===== config.mk =====
export PLATFORM = sky130hd
export DESIGN_NAME = iserdes_freq_gen_flat
export DESIGN_NICKNAME = d
export VERILOG_FILES = /design/src/rtl/iserdes_freq_gen_if.sv /design/src/rtl/iserdes_freq_gen.sv /design/src/flat_wrapper.sv
export SDC_FILE = /design/constraint.sdc
export NUM_CORES = 1
export LEC_CHECK = 0
export ABC_AREA = 1
export CORE_MARGIN = 2
export CORE_UTILIZATION = 35
export DETAILED_ROUTE_END_ITERATION = 8
export PLACE_DENSITY = 0.62
export RECOVER_POWER = 100
export SYNTH_ARGS = -nofsm -noshare
export SYNTH_HDL_FRONTEND = slang
export SYNTH_SLANG_ARGS = --single-unit
export TNS_END_PERCENT = 100

===== constraint.sdc =====
create_clock -name CLK -period 3.78 [get_ports CLK]
set_input_delay 0.378 -clock CLK [delete_from_list [all_inputs] [get_ports CLK]]
set_output_delay 0.378 -clock CLK [all_outputs]
set_load 0.03 [all_outputs]

===== src/rtl/iserdes_freq_gen_if.sv =====
// Control and serializer-word bundle for the sub-tick square-wave generator.
// master drives the controls, slave is the generator.
interface iserdes_freq_gen_if #(
  parameter int COUNTER_BITS = 16
);
  logic                    enable;
  logic [COUNTER_BITS-1:0] half_period;
  logic                    half_period_wr;
  logic [7:0]              oserdes_data;
  logic                    edge_flag;
  logic [2:0]              edge_pos;
  logic                    edge_rising;

  modport master (
    output enable, half_period, half_period_wr,
    input  oserdes_data, edge_flag, edge_pos, edge_rising
  );

  modport slave (
    input  enable, half_period, half_period_wr,
    output oserdes_data, edge_flag, edge_pos, edge_rising
  );
endinterface


===== src/rtl/iserdes_freq_gen.sv =====
// Square-wave generator with 1/8-clock edge resolution feeding an 8:1 OSERDES.
// One word per clock, bit 0 earliest; half-period programmed in sub-ticks.
module iserdes_freq_gen #(
  parameter int COUNTER_BITS = 16,
  parameter int MIN_HALF     = 8
) (
  input  logic               CLK,
  input  logic               RESET,
  iserdes_freq_gen_if.slave  gen
);
  localparam int CW = COUNTER_BITS;
  localparam logic [CW-1:0] MIN_H = CW'(MIN_HALF);
  localparam logic [CW-1:0] WORD  = CW'(8);

  localparam logic [0:0] ST_IDLE = 1'b0;
  localparam logic [0:0] ST_RUN  = 1'b1;

  logic [0:0]    state, state_d;
  logic          lvl, lvl_d;
  logic [CW-1:0] rem, rem_d;
  logic [CW-1:0] hpend;

  logic [CW-1:0] h_next, h_eff;
  logic          near;
  logic [7:0]    low_mask;

  logic [7:0]    word_d;
  logic          flag_d;
  logic [2:0]    pos_d;
  logic          rise_d;

  logic [7:0]    word_q;
  logic          flag_q;
  logic [2:0]    pos_q;
  logic          rise_q;

  // A same-cycle write is visible to both start and reload.
  assign h_next   = gen.half_period_wr ? gen.half_period : hpend;
  assign h_eff    = (h_next < MIN_H) ? MIN_H : h_next;
  assign near     = (rem < WORD);
  assign low_mask = ~(8'hFF << rem[2:0]);

  always_comb begin
    state_d = state;
    lvl_d   = lvl;
    rem_d   = rem;
    word_d  = 8'h00;
    flag_d  = 1'b0;
    pos_d   = 3'd0;
    rise_d  = 1'b0;
    unique case (1'b1)
      !gen.enable: begin
        state_d = ST_IDLE;
        lvl_d   = 1'b0;
      end
      gen.enable && (state == ST_IDLE): begin
        state_d = ST_RUN;
        lvl_d   = 1'b0;
        rem_d   = h_eff;
      end
      gen.enable && (state == ST_RUN) && !near: begin
        word_d = {8{lvl}};
        rem_d  = rem - WORD;
      end
      gen.enable && (state == ST_RUN) && near: begin
        word_d = lvl ? low_mask : ~low_mask;
        flag_d = 1'b1;
        pos_d  = rem[2:0];
        rise_d = ~lvl;
        lvl_d  = ~lvl;
        rem_d  = rem + h_eff - WORD;
      end
      default: ;
    endcase
  end

  always_ff @(posedge CLK or posedge RESET) begin
    if (RESET) begin
      state  <= ST_IDLE;
      lvl    <= 1'b0;
      rem    <= '0;
      hpend  <= MIN_H;
      word_q <= 8'h00;
      flag_q <= 1'b0;
      pos_q  <= 3'd0;
      rise_q <= 1'b0;
    end else begin
      state  <= state_d;
      lvl    <= lvl_d;
      rem    <= rem_d;
      if (gen.half_period_wr)
        hpend <= gen.half_period;
      word_q <= word_d;
      flag_q <= flag_d;
      pos_q  <= pos_d;
      rise_q <= rise_d;
    end
  end

  assign gen.oserdes_data = word_q;
  assign gen.edge_flag    = flag_q;
  assign gen.edge_pos     = pos_q;
  assign gen.edge_rising  = rise_q;
endmodule


===== src/flat_wrapper.sv =====
// flat-port wrapper written by rule: the top's interface ports become plain ports
module iserdes_freq_gen_flat 
#(
  parameter int COUNTER_BITS = 16,
  parameter int MIN_HALF     = 8
)
  (CLK, RESET, gen_enable, gen_half_period, gen_half_period_wr, gen_oserdes_data, gen_edge_flag, gen_edge_pos, gen_edge_rising);
  iserdes_freq_gen_if #(.COUNTER_BITS(COUNTER_BITS)) gen_i ();
  input  logic CLK;
  input  logic RESET;
  input wire logic [$bits(gen_i.enable)-1:0] gen_enable;
  input wire logic [$bits(gen_i.half_period)-1:0] gen_half_period;
  input wire logic [$bits(gen_i.half_period_wr)-1:0] gen_half_period_wr;
  output wire logic [$bits(gen_i.oserdes_data)-1:0] gen_oserdes_data;
  output wire logic [$bits(gen_i.edge_flag)-1:0] gen_edge_flag;
  output wire logic [$bits(gen_i.edge_pos)-1:0] gen_edge_pos;
  output wire logic [$bits(gen_i.edge_rising)-1:0] gen_edge_rising;
  assign gen_i.enable = gen_enable;
  assign gen_i.half_period = gen_half_period;
  assign gen_i.half_period_wr = gen_half_period_wr;
  assign gen_oserdes_data = gen_i.oserdes_data;
  assign gen_edge_flag = gen_i.edge_flag;
  assign gen_edge_pos = gen_i.edge_pos;
  assign gen_edge_rising = gen_i.edge_rising;
  iserdes_freq_gen #(.COUNTER_BITS(COUNTER_BITS), .MIN_HALF(MIN_HALF)) u_core (.CLK(CLK), .RESET(RESET), .gen(gen_i));
endmodule

==> results of run 1 <==
[registers in the layout, summed over array words and instances, names as in the netlist]
name	cells
u_core.gen.edge_rising	1
u_core.lvl	1
u_core.rem	16
u_core.gen.oserdes_data	8
u_core.hpend	16
u_core.gen.edge_pos	3
u_core.gen.edge_flag	1
u_core.state	1
[per-layer routing]
layer / up-vias / share of wire [%] / global-route usage, %
met3: 10 / 3.7 / 1.69
met5: - / 0 / 0
met2: 66 / 44 / 27.0
met1: 1542 / 50 / 23.4
li1: 1784 / - / -
met4: 0 / 2.0 / 5.68
[power breakdown]
part	total, mW	switching (mW)	leakage [nW]	internal (mW)
logic	0.752	0.472	1.76	0.279
registers	0.581	0.0389	0.589	0.542
clock network	0.383	0.184	0.0548	0.199
[stage by stage]
| step | cells | instance area, um^2 | utilization, % | hold WS, ps |
|---|---|---|---|---|
| floorplan | 559 | 3820 | - | 449 |
| detailed placement | 725 | 4270 | 39.8 | 475 |
| finish | 733 | 4330 | 40.3 | 488 |
| CTS | 733 | 4390 | 40.8 | 492 |
| global placement | 725 | 4270 | 39.8 | 470 |
| global route | 733 | 4330 | 40.3 | 514 |
[kinds of logic (layout without fill, tap and decap cells)]
family	count (synthesis)	count (layout)	synth area share, %
and+or+nand+nor	284	284	33.3
buffers and inverters	128	162	14.0
AOI/OAI and AO/OA	58	58	9.00
xor gates and xnor gates	11	11	2.52
DFF	47	47	30.8
adders and majority gates	31	31	10.3
[worst reg2reg max path, cell delays in order (launching register included)]
cell	delay [ps]
dfrtp_1	370
inv_1	50
nor2_1	40
nor2_1	180
nand3_1	120
nor2_2	130
nand2_2	90
inv_1	100
nor2_1	50
ha_1	280
ha_1	270
fa_1	450
nand2_1	140
nand3_1	120
nand2_1	110
nand2_1	60
nand2_1	80
nand3_2	70
a21oi_1	160
[cell usage in the layout (no fill, tap or decap), types with 2 or more instances in the layout]
master	synthesis	routed
nor2_4	3	2
nand3_1	31	34
dfrtp_1	46	46
a21oi_2	4	3
clkbuf_8	0	5
nand2_1	150	154
ha_1	30	30
a21boi_0	3	3
nand2_2	12	9
inv_6	1	2
a21oi_1	12	13
o211ai_1	2	2
inv_1	115	116
o21ai_0	21	26
and2_1	2	2
xor2_1	10	10
or2_2	7	7
nor2_1	59	60
nand3_2	6	3
nor2_2	2	2
a31oi_1	5	5
dlygate4sd3_1	0	15
clkbuf_1	4	3
clkdlybuf4s50_1	0	17
o31ai_1	2	2
nand4_1	8	8
a22oi_1	2	2
[path summary, 6_finish.rpt]
check                                                  end  slack (ps)  cells past startpoint
worst max-delay path                        u_core.rem[15]         350                     21
worst min-delay path                       u_core.hpend[3]         490                      2
worst max register to register              u_core.rem[15]         830                     18
worst min register to register             u_core.hpend[3]         490                      2
max in group asynchronous       u_core.gen.oserdes_data[6]        1680                      2
min in group asynchronous                 u_core.hpend[12]        1060                      2
[layout make-up]
type | count | area [um^2] | area share (%)
clock inverter | 3 | 46.3 | 1.07
timing repair buffer | 37 | 359 | 8.29
tap | 140 | 175 | 4.04
clock buffer | 5 | 68.8 | 1.59
multi-input combinational | 384 | 2060 | 47.6
sequential | 47 | 1180 | 27.2
inverter | 117 | 444 | 10.3
==> flow_summary.yaml, run 1 <==
outcome:
  status: "finished with violations"
  violations: "max-capacitance violations, max-slew violations"
detailed_routing:
  remaining_drc_errors: 0
  avgViaCountPerCell: 4.64
  drt_iter0_drc: 155
  vias: 3402
  ant_nets: 0
  drtPass1Iterations: 5
  wirelength_um: 9290
  wl_per_cell_um: 12.7
timing:
  hold_viol: 0
  fin_crit_ps: 3430
  timing.final.crit_share_pct: 90.6
  fin_ws_ps: 355
  finalSetupTns_ps: 0
  relSlewSlack_pct: -18.3
  final_max_slew_viol_count: 48
  clock_skew_ps: 6.08
  fmax_mhz: 292
  setup_viol: 0
  rsz0062_at_grt: "false"
  tightest_slew_ps: 1770
clocking:
  ctsHoldBuffers: 0
  clockRootBuffer: "clkbuf_8"
  cts_setup_buffers: 0
  clk_pin_slew_ps: 90
  cts_buffers: 5
  cts_tree: "built"
  insertion_delay_ps: 310
  htreeDepth: 2
  cts_buffer_depth: 2
  ctsResizeCount: 0
  cts.sinks: 47
setup_path:
  critical_path_buf_inv_count: 4
  reg2reg_from: "u_core.hpend[8]"
  worstPathMaxFanout: 19
  worstSetupEndpointType: "flop"
  path_delay_family: "simple AND/OR/NAND/NOR gates"
  crit_top_cell: "nand2_1"
  critPathArrivalTime_ps: 3660
  worst_setup_path_start_kind: "input port"
  criticalPathCategory: "input port to flop"
  crit_path_start: "gen_half_period_wr"
  critical_path.max_stage_delay_ps: 570
  critPathRequiredTime_ps: 4010
  cp_slowest_cell: "dlygate4sd3_1"
  crit_path_cell_trace: "dlygate4sd3_1, buf_12, inv_6, nand2_1, nand2_1, nor2_1, nand2_1, nor2_1, nand2_2, inv_1, nor2_1, ha_1, ha_1, fa_1, nand2_1, nand3_1, nand2_1, nand2_1, nand2_1, nand3_2, a21oi_1"
floorplanning:
  die_h_um: 108
  die-width_um: 108
  start_util_pct: 35.6
  core.rowCount: 38
  io_pins: 33
  die_area_um2: 11800
  core_um2: 10700
yosys:
  yosysWarnings: 0
  avgSynthCellArea_um2: 6.84
  ys_seq_elements: 47
  synth_edf_count: 0
  netlist_area_um2: 3820
  netlist_instances: 559
  synth_area_leaders: "dfrtp_1, nand2_1, inv_1, ha_1, nor2_1"
  synth_seq_area_share_pct: 30.8
  synth_top_area_share_pct: 30.1
  ys_async_sr_fraction_pct: 100
  ys.flop_type: "dfrtp_1"
  yosysMostFrequentCell: "nand2_1"
  netlist_top_cells_count: "nand2_1, inv_1, nor2_1"
  syn-num-nets: 610
  ys_types: 39
  synth_area_leader_cell: "dfrtp_1"
grt:
  grt_pass1_vias: 3291
  grt_max_degree: 48
  overflow: 0
  grt_use_total_pct: 16.7
  antenna_found_initial: 0
  grt_pass1_wl_um: 15700
final_layout:
  syn2layout_area_growth_pct: 13.4
  fillers: 1152
  nets: 643
  antennaDiodeCount: 0
  drive_gt1_share_pct: 6.75
pwr:
  leakagePower_nw: 2.41
  max-vdd-ir-drop_mv: 0.205
  finalPower_mw: 1.72
  power.density_nw_per_um2: 396
flow_run:
  cap_viol_max_count: 1
place:
  io_buffers: 32
  post-dp-hpwl_um: 7310
  pre_cts_ws_ps: 112
  place.gp.congestion: 0.883
hold_path:
  hold_path.class: "flop to flop"
  min-delay-start: "u_core.hpend[3]"
(Power assumes the default switching activity.)
==> run 2, diff against run 1 <==
- CORE_UTILIZATION: 35 -> 50
- PLACE_DENSITY: 0.62 -> 0.8
==> flow_summary.yaml, run 2 (synthesized netlist as in run 1, its figures left out) <==
final_layout:
  syn2layout_area_growth_pct: 12.4
  fillers: 670
  mostFrequentLayoutCells: "nand2_1, inv_1, nor2_1"
  layout_commonest_cell: "nand2_1"
  drive_gt1_share_pct: 6.84
  final_area_um2: 4290
  nets: 649
  fin_util_pct: 58.6
  multi_input_area_um2: 2080
  ff_latch_area_um2: 1180
  antennaDiodeCount: 0
floorplanning:
  die-width_um: 91.4
  die_area_um2: 8360
  core_um2: 7330
  start_util_pct: 52.1
  io_pins: 33
  core.rowCount: 31
  die_h_um: 91.4
timing:
  fin_ws_ps: 285
  hold_viol: 0
  fin_crit_ps: 3490
  timing.final.crit_share_pct: 92.5
  finalSetupTns_ps: 0
  rsz0062_at_grt: "false"
  relSlewSlack_pct: -17.1
  tightest_slew_ps: 1750
  clock_skew_ps: 4.44
  final_max_slew_viol_count: 48
  fmax_mhz: 286
  setup_viol: 0
pwr:
  max-vdd-ir-drop_mv: 0.168
  leakagePower_nw: 2.42
  power.density_nw_per_um2: 392
  finalPower_mw: 1.69
clocking:
  clk_pin_slew_ps: 90
  cts_buffer_depth: 2
  cts_setup_buffers: 0
  cts.sinks: 47
  cts_buffers: 5
  ctsResizeCount: 0
  ctsHoldBuffers: 0
  htreeDepth: 2
  insertion_delay_ps: 300
  clockRootBuffer: "clkbuf_8"
  cts_tree: "built"
hold_path:
  hold_path_depth: 2
  hold_end: "u_core.rem[3]"
  hold_path.class: "flop to flop"
  min-delay-start: "u_core.rem[3]"
setup_path:
  worstSetupEndpointType: "flop"
  critPathArrivalTime_ps: 3720
  critPathRequiredTime_ps: 4000
  reg2reg_from: "u_core.hpend[13]"
  r2r_end: "u_core.rem[5]"
  criticalPathCategory: "input port to flop"
  rr_worst_depth: 16
  r2r_slack_ps: 800
  worst_setup_path_start_kind: "input port"
  worstPathMaxFanout: 12
detailed_routing:
  ant_nets: 0
  avgViaCountPerCell: 5.18
  wl_per_cell_um: 13.3
  drtPass1Iterations: 5
  wirelength_um: 9280
  remaining_drc_errors: 0
  drt_iter0_drc: 272
  vias: 3618
place:
  pre_cts_ws_ps: 11.3
  io_buffers: 32
  place.gp.congestion: 0.933
  post-dp-hpwl_um: 7290
  dpl-instance-area_um2: 4260
grt:
  grt_use_total_pct: 23.1
  grt_max_degree: 48
  antenna_found_initial: 0
  grt_pass1_vias: 3524
  grt_pass1_wl_um: 15600
  overflow: 0
outcome:
  violations: "max-capacitance violations, max-slew violations"
  status: "finished with violations"
flow_run:
  cap_viol_max_count: 1
## run 2: changes by cell type in the layout (fill, tap and decap cells not counted), moves of 2 or more
cell,change
a21oi_2,-2
clkbuf_8,+2
a21oi_1,+2
clkbuf_1,+6
## run 2: how the worst max path moves through the flow
| stage | cells after the start | to | slack [ps] | startpoint |
|---|---|---|---|---|
| after floorplan | 18 | u_core.rem[5] | 860 | gen_half_period_wr |
| after detailed placement | 17 | u_core.rem[5] | 10 | gen_half_period_wr |
| final | 20 | u_core.rem[14] | 290 | gen_half_period_wr |
| after global routing | 20 | u_core.rem[15] | 40 | gen_half_period_wr |
| after CTS | 17 | u_core.rem[5] | 320 | gen_half_period_wr |
| after global placement | 18 | u_core.rem[5] | 110 | gen_half_period_wr |
## run 2: critical path: stages
cell	delay (ps)
clkdlybuf4s50_1	700
buf_4	260
nand2_1	70
nand2_1	90
nand3_1	100
nor2_2	130
nand2_2	90
nand2_1	110
inv_1	50
ha_1	260
inv_1	40
ha_1	390
or2_2	310
nand3_1	100
nand2_1	100
nand2_1	100
nand2_1	60
nand2_1	70
nand3_1	140
a21oi_1	170
## run 2: where the power goes
group | total (mW) | internal [mW] | switching, mW
sequential | 0.585 | 0.542 | 0.0429
clock | 0.332 | 0.166 | 0.165
combinational | 0.768 | 0.282 | 0.487
total | 1.69 | 0.991 | 0.695
## run 2: stage by stage
step | hold slack (ps) | std cells
global placement | 465 | 690
finish | 490 | 698
global route | 506 | 698
floorplan | 449 | 559
detailed placement | 469 | 690
CTS | 492 | 698
## run 2: cell type report
| type | instances | area share (%) |
|---|---|---|
| Timing Repair Buffer | 43 | 8.60 |
| Multi-Input combinational cell | 384 | 48.3 |
| Clock inverter | 1 | 0.175 |
| Sequential cell | 47 | 27.4 |
| Inverter | 117 | 10.3 |
| Clock buffer | 7 | 2.24 |
| Tap cell | 99 | 2.88 |
## run 2: routing by layer
metal	GRT usage [%]	part of all wire [%]	up-vias
met3	3.07	4.8	25
li1	-	-	1787
met4	9.22	3.0	0
met1	28.5	43	1688
met2	40.3	49	118
met5	0	0	-
